$ cat src/rtl/spi_ram_pkg.sv
// ---------------------------------------------------------------------------
// spi_ram_pkg
// Shared definitions for the SPI-attached RAM block.
//   opcode_t : command opcodes carried in din[9:8]
//   state_t  : transmit state machine encoding
//   TX_BEATS : number of cycles tx_valid stays high per read
//   BEAT_W   : width of the beat counter that spans TX_BEATS
// ---------------------------------------------------------------------------
package spi_ram_pkg;

    typedef enum logic [1:0] {
        WR_ADDR = 2'b00,
        WR_DATA = 2'b01,
        RD_ADDR = 2'b10,
        RD_DATA = 2'b11
    } opcode_t;

    typedef enum logic {
        IDLE = 1'b0,
        SEND = 1'b1
    } state_t;

    localparam int TX_BEATS = 8;
    localparam int BEAT_W   = 3;

endpackage

$ cat src/rtl/spi_ram_array.sv
// ---------------------------------------------------------------------------
// spi_ram_array
// Single-port byte storage with synchronous write and registered read.
// Accesses to addresses >= MEM_DEPTH are dropped on write and read back as
// 8'h00. Only the read-data register is reset; the storage itself is not.
// Assumes MEM_DEPTH <= 2**ADDR_SIZE.
//
// Parameters:
//   MEM_DEPTH : number of 8-bit words
//   ADDR_SIZE : width of the incoming address
// Ports:
//   clk   in   clock, rising edge
//   rst_n in   asynchronous active-low reset of the read register
//   en    in   access strobe for this cycle
//   we    in   1 = write wdata, 0 = read into rdata
//   addr  in   word address
//   wdata in   write data
//   rdata out  registered read data, held until the next read
// ---------------------------------------------------------------------------
module spi_ram_array #(
    parameter int MEM_DEPTH = 256,
    parameter int ADDR_SIZE = 8
) (
    input  logic                 clk,
    input  logic                 rst_n,
    input  logic                 en,
    input  logic                 we,
    input  logic [ADDR_SIZE-1:0] addr,
    input  logic [7:0]           wdata,
    output logic [7:0]           rdata
);

    localparam int IDX_W = (MEM_DEPTH > 1) ? $clog2(MEM_DEPTH) : 1;

    logic [7:0]       mem [MEM_DEPTH];
    logic             in_range;
    logic [IDX_W-1:0] idx;

    // The upper address bits are used only for the range check; the array
    // itself is indexed by the low bits once the address is known valid.
    assign in_range = (32'(addr) < 32'(MEM_DEPTH));
    assign idx      = addr[IDX_W-1:0];

    // Storage write port: out-of-range writes are silently discarded so they
    // can never alias onto a real word through the truncated index.
    always_ff @(posedge clk) begin
        if (en && we && in_range) begin
            mem[idx] <= wdata;
        end
    end

    // Registered read port: only a read updates rdata, so the value stays
    // put through writes and idle cycles until the next read.
    always_ff @(posedge clk or negedge rst_n) begin
        if (!rst_n) begin
            rdata <= 8'h00;
        end else if (en && !we) begin
            rdata <= in_range ? mem[idx] : 8'h00;
        end
    end

endmodule

$ cat src/rtl/spi_ram.sv
// ---------------------------------------------------------------------------
// spi_ram
// RAM behind an SPI slave. Each rx_valid episode carries one 10-bit command:
// din[9:8] opcode, din[7:0] payload. Opcodes set the write address, write a
// byte, set the read address, or read a byte out. A read presents dout and
// holds tx_valid high for TX_BEATS cycles so the slave can shift it out.
//
// Optional feature (compile-time macro RAM_AUTO_INC_EN): when defined, the
// write address advances after each write and the read address after each
// started read, wrapping from MEM_DEPTH-1 to 0.
//
// Parameters:
//   MEM_DEPTH : number of 8-bit words
//   ADDR_SIZE : address width, taken from din[ADDR_SIZE-1:0]
// Ports:
//   clk      in   clock, rising edge
//   rst_n    in   asynchronous active-low reset
//   din      in   command word {opcode, payload}
//   rx_valid in   din valid; may stay high for several cycles
//   dout     out  read data for serialisation
//   tx_valid out  dout valid, high for TX_BEATS cycles per read
// ---------------------------------------------------------------------------
module spi_ram
    import spi_ram_pkg::*;
#(
    parameter int MEM_DEPTH = 256,
    parameter int ADDR_SIZE = 8
) (
    input  logic       clk,
    input  logic       rst_n,
    input  logic [9:0] din,
    input  logic       rx_valid,
    output logic [7:0] dout,
    output logic       tx_valid
);

    opcode_t               opcode;
    logic [ADDR_SIZE-1:0]  payload_addr;
    logic                  rx_valid_d;
    logic                  accept;
    logic                  wr_en;
    logic                  rd_en;
    logic [ADDR_SIZE-1:0]  wr_addr;
    logic [ADDR_SIZE-1:0]  rd_addr;
    logic [ADDR_SIZE-1:0]  mem_addr;
    state_t                state;
    logic [BEAT_W-1:0]     beat;

    assign opcode       = opcode_t'(din[9:8]);
    assign payload_addr = din[ADDR_SIZE-1:0];

    // A command is taken only on the rising edge of rx_valid, so a slave
    // that holds rx_valid for several cycles still issues one command.
    assign accept = rx_valid && !rx_valid_d;
    assign wr_en  = accept && (opcode == WR_DATA);
    assign rd_en  = accept && (opcode == RD_DATA) && (state == IDLE);

    // Writes and reads can never coincide since one command is accepted per
    // cycle, so a single shared address port is enough.
    assign mem_addr = wr_en ? wr_addr : rd_addr;
    assign tx_valid = (state == SEND);

    // Delayed copy of rx_valid used for the edge detect above.
    always_ff @(posedge clk or negedge rst_n) begin
        if (!rst_n) begin
            rx_valid_d <= 1'b0;
        end else begin
            rx_valid_d <= rx_valid;
        end
    end

`ifdef RAM_AUTO_INC_EN
    localparam logic [ADDR_SIZE-1:0] LAST_ADDR = ADDR_SIZE'(MEM_DEPTH - 1);

    logic [ADDR_SIZE-1:0] wr_addr_inc;
    logic [ADDR_SIZE-1:0] rd_addr_inc;

    // Next sequential addresses, wrapping at the top of the populated range.
    assign wr_addr_inc = (wr_addr == LAST_ADDR) ? '0 : wr_addr + ADDR_SIZE'(1);
    assign rd_addr_inc = (rd_addr == LAST_ADDR) ? '0 : rd_addr + ADDR_SIZE'(1);

    // Address registers: explicit loads from the address opcodes, plus a
    // post-increment after every write and every read that actually starts.
    always_ff @(posedge clk or negedge rst_n) begin
        if (!rst_n) begin
            wr_addr <= '0;
            rd_addr <= '0;
        end else if (accept) begin
            case (opcode)
                WR_ADDR: wr_addr <= payload_addr;
                WR_DATA: wr_addr <= wr_addr_inc;
                RD_ADDR: rd_addr <= payload_addr;
                RD_DATA: if (state == IDLE) rd_addr <= rd_addr_inc;
                default: ;
            endcase
        end
    end
`else
    // Address registers: only the address opcodes move them.
    always_ff @(posedge clk or negedge rst_n) begin
        if (!rst_n) begin
            wr_addr <= '0;
            rd_addr <= '0;
        end else if (accept) begin
            case (opcode)
                WR_ADDR: wr_addr <= payload_addr;
                RD_ADDR: rd_addr <= payload_addr;
                default: ;
            endcase
        end
    end
`endif

    // Transmit FSM: a read in IDLE starts SEND with the beat counter at 0;
    // SEND lasts TX_BEATS cycles. Reads arriving during SEND are ignored
    // (rd_en already excludes them), other commands proceed untouched.
    always_ff @(posedge clk or negedge rst_n) begin
        if (!rst_n) begin
            state <= IDLE;
            beat  <= '0;
        end else begin
            case (state)
                IDLE: begin
                    if (rd_en) begin
                        state <= SEND;
                        beat  <= '0;
                    end
                end
                SEND: begin
                    if (beat == BEAT_W'(TX_BEATS - 1)) begin
                        state <= IDLE;
                    end else begin
                        beat <= beat + BEAT_W'(1);
                    end
                end
                default: state <= IDLE;
            endcase
        end
    end

    spi_ram_array #(
        .MEM_DEPTH (MEM_DEPTH),
        .ADDR_SIZE (ADDR_SIZE)
    ) u_array (
        .clk   (clk),
        .rst_n (rst_n),
        .en    (wr_en || rd_en),
        .we    (wr_en),
        .addr  (mem_addr),
        .wdata (din[7:0]),
        .rdata (dout)
    );

endmodule

$ cat config.mk
export PLATFORM = sky130hd
export DESIGN_NAME = spi_ram
export DESIGN_NICKNAME = d
export VERILOG_FILES = /design/src/rtl/spi_ram_pkg.sv /design/src/rtl/spi_ram_array.sv /design/src/rtl/spi_ram.sv
export SDC_FILE = /design/constraint.sdc
export NUM_CORES = 2
export LEC_CHECK = 0
export CORE_MARGIN = 4
export CORE_UTILIZATION = 57
export DETAILED_ROUTE_END_ITERATION = 8
export PLACE_DENSITY_LB_ADDON = 0.12
export SYNTH_ARGS = -nofsm -noshare
export SYNTH_HDL_FRONTEND = slang
export SYNTH_SLANG_ARGS = --single-unit
$ cat constraint.sdc
create_clock -name clk -period 3.1 [get_ports clk]
set_input_delay 0.62 -clock clk [delete_from_list [all_inputs] [get_ports clk]]
set_output_delay 0.62 -clock clk [all_outputs]
set_load 0.005 [all_outputs]
==> flow_summary.json <==
{
  "stdcell_count": 8909,
  "cp_data_required_time_ns": 3.80,
  "antenna_found_initial": 7,
  "worstReg2RegStart": "rx_valid_d$_DFF_PN0_",
  "ys.warnings.count": 0,
  "p_int_mw": 50.9,
  "irDropWorstVdd_mv": 0.518,
  "clockBufferDepth": 3,
  "report.final.slew_viol_count": 0,
  "min_from": "din[1]",
  "grt_first_pass_wirelength_um": 377000,
  "cellLeakagePower_nw": 35.5,
  "pwr-share-clk_pct": 34.1,
  "critPathArrivalTime_ns": 4.43,
  "cts.sinks": 2077,
  "synth_edf_count": 2048,
  "fmax_mhz": 268,
  "cts_made_buffers": 203,
  "multi_input_area_um2": 20200,
  "maxCapViolCount": 0,
  "area_delta_synth_final_pct": 25.9,
  "ctsHtreeMaxLevel": 4,
  "r2r_slack_ns": -0.63,
  "synthFlopType": "edfxtp_1",
  "r2r_cells": 13,
  "clock_skew_ns": 0.0328,
  "place_congestion": 0.959,
  "drtIter0Drc": 8257,
  "async_reset_ff_share_pct": 1.40,
  "cpLargestDelayFamily": "simple AND/OR/NAND/NOR gates",
  "slew_headroom_pct": 33.0,
  "io_buffers": 21,
  "routed_wirelength_um": 267000,
  "setup_viol": 763,
  "worst_hold_slack_ns": 0.359,
  "drive_above_1_share_pct": 25.3,
  "ff_latch_area_um2": 62200,
  "place_area_um2": 91600,
  "crit_path_max_incr_delay_ns": 0.53,
  "critPathKind": "reg2reg",
  "slowest_stage": "nor4_4",
  "ys_ff_latch": 2077,
  "synth_seq_area_share_pct": 75.9,
  "dp_hpwl_um": 170000,
  "cts_root_buf": "clkbuf_16",
  "powerDensity_nw_per_um2": 689,
  "hold_depth": 1,
  "fin_ws_ns": -0.628,
  "sw_frac_of_total_pct": 28.6,
  "pre_cts_ws_ns": -1.64,
  "grt_pass1_vias": 53752,
  "timing.critical_path.cells": "nand4bb_4, buf_6, buf_12, mux2i_4, nor2_4, buf_12, buf_4, buf_4, nand3_1, nand4_1, nand4_1, nor4_4, a31oi_1",
  "pin_count": 22,
  "finalCritPeriodShare_pct": 120,
  "min_period_ns": 3.73,
  "viasPerCell": 6.42,
  "grt_max_degree": 117,
  "row_count": 138,
  "synthCells": 5924,
  "coreArea_um2": 142000,
  "synth_top_area_cell": "edfxtp_1",
  "nNetsFinal": 6861,
  "route.detailed.drc": 0,
  "drt_first_pass_iters": 6,
  "path_buf_inv": 5,
  "avgSynthCellArea_um2": 13.8,
  "ys_types": 59,
  "finalSetupTns_ns": -170.42,
  "synth.area.top_cells": "edfxtp_1, nand2_1, nand3_1",
  "synth_top_area_share_pct": 75.0,
  "tritoncts": "done",
  "rsz0062_at_grt": "yes",
  "start_util_pct": 57.7,
  "min_path_type": "in2reg",
  "p_comb_share_pct": 21.9,
  "antenna_left": 0,
  "endpoint_kind": "flop",
  "die_x_um": 387,
  "hold_end": "u_array.mem[154][1]$_DFFE_PP_",
  "synth_area_um2": 82000,
  "gr-total-overflow": 0,
  "dpl.cell_count": 8353,
  "violations": "setup timing",
  "vias": 57207,
  "nFillCells": 8876,
  "routedWlPerCell_um": 30.0,
  "worstSkewPairLatency_ns": 0.85,
  "p_switching_mw": 20.4,
  "grt_usage_pct": 34.6,
  "die_area_um2": 150000,
  "startpoint_type": "flop",
  "tightest_slew_ns": 1.00,
  "final_cell_area_um2": 103000,
  "cts.reportedPaths.clkPinSlew_ns": 0.06,
  "hold_viol": 0,
  "power_frac_seq_pct": 43.9,
  "die_y_um": 387,
  "critPathMaxFanout": 11,
  "r2r-end": "u_array.rdata[6]$_DFFE_PN0P_",
  "outcome": "complete, but fails checks",
  "syn-num-nets": 5939
}
sequential cells by signal, summed over array words and instances (netlist names):
name	flops
rd_addr	8
u_array.mem	2048
tx_valid	1
u_array.rdata	8
beat	3
rx_valid_d	1
wr_addr	8
how the worst max path moves through the flow:
stage / start / depth (start not counted) / end / slack (ns)
6_report: rx_valid_d$_DFF_PN0_ / 13 / u_array.rdata[6]$_DFFE_PN0P_ / -0.63
5_1_grt: rx_valid_d$_DFF_PN0_ / 14 / u_array.rdata[0]$_DFFE_PN0P_ / -0.64
4_1_cts: rx_valid_d$_DFF_PN0_ / 14 / u_array.rdata[1]$_DFFE_PN0P_ / -0.53
3_5_place_dp: din[8] / 14 / u_array.rdata[6]$_DFFE_PN0P_ / -1.64
3_3_place_gp: din[8] / 14 / u_array.rdata[6]$_DFFE_PN0P_ / -1.63
2_1_floorplan: din[9] / 10 / u_array.rdata[1]$_DFFE_PN0P_ / -0.1
layer usage:
metal / part of all wire (%) / wire length (um) / track usage, % / vias up
met5: 0.012 / 33 / 0 / -
met4: 5.1 / 13700 / 14.7 / 4
met3: 13 / 35900 / 9.11 / 688
met2: 45 / 120000 / 51.9 / 4052
met1: 37 / 97900 / 48.5 / 28442
li1: - / - / - / 24021
repair_timing:
| action | 4_1_cts | 5_1_grt |
|---|---|---|
| cloned | 18 | 7 |
| buffers inserted | 91 | 71 |
| pin swaps | 75 | 88 |
| gates resized for setup | 386 | 334 |
| endpoints found under the setup margin | 1749 | 945 |
| hold endpoints to repair | 29 | 0 |
| hold buffers | 1 | 0 |
cells in the mapped netlist, types with 34 or more instances:
cell type / instances
edfxtp_1: 2048
nand2_1: 1630
nand3_1: 589
nor2_1: 325
buf_2: 221
nand4_1: 179
a31oi_1: 159
mux2i_1: 87
a21oi_1: 83
clkbuf_1: 73
a32oi_1: 70
mux4_2: 58
buf_1: 40
buf_4: 34
layout make-up:
class	instances	share of cell area, %
sequential	2077	60.2
multi-input combinational	3465	19.5
timing repair buffer	1095	11.6
clock buffer	272	5.32
tap	1890	2.29
clock inverter	105	0.973
inverter	4	0.0145
antenna	1	0.00242
worst register-to-register path: cells and delay by family, from the launching register on:
kind	cells	cell delay [ns]
compound gates	1	0.15
buf+inv	5	0.94
flops	1	0.38
mux	1	0.23
simple gates	6	1.89
cells by family (layout without fill, tap and decap cells):
group / after synthesis / in the layout / share of synthesized area, %
flip-flops: 2077 / 2077 / 75.9
AND/OR/NAND/NOR: 2826 / 2826 / 14.7
other: 0 / 1 / 0
multiplexers: 175 / 175 / 3.12
adder cells (fa/ha/maj): 2 / 2 / 0.0305
buffers and inverters: 382 / 1476 / 2.33
AO/OA/AOI/OAI: 462 / 462 / 3.92
power by group through the flow:
stage	Clock, mW	Sequential (mW)	Combinational, mW
global route	25.6	31.3	16.2
floorplan	0	31.7	6.31
CTS	24.4	31.2	14.6
detailed placement	0	31.8	13.0
finish	24.3	31.3	15.6
global placement	0	31.8	12.9
through the flow:
stage | total power [mW] | util [%]
floorplan | 38.0 | -
global placement | 44.7 | 64.4
detailed placement | 44.8 | 64.4
CTS | 70.2 | 71.1
global route | 73.1 | 72.6
finish | 71.2 | 72.6
placed cells by master, fill, tap and decap left out, types with 134 or more instances in the layout:
master / instances
nand4_1: 179
a31oi_1: 149
buf_4: 689
edfxtp_1: 2048
clkbuf_16: 214
nand2_1: 1607
nor2_4: 189
nand3_1: 564
buf_6: 134
buf_12: 183
Power figures use the tool's default switching activity.
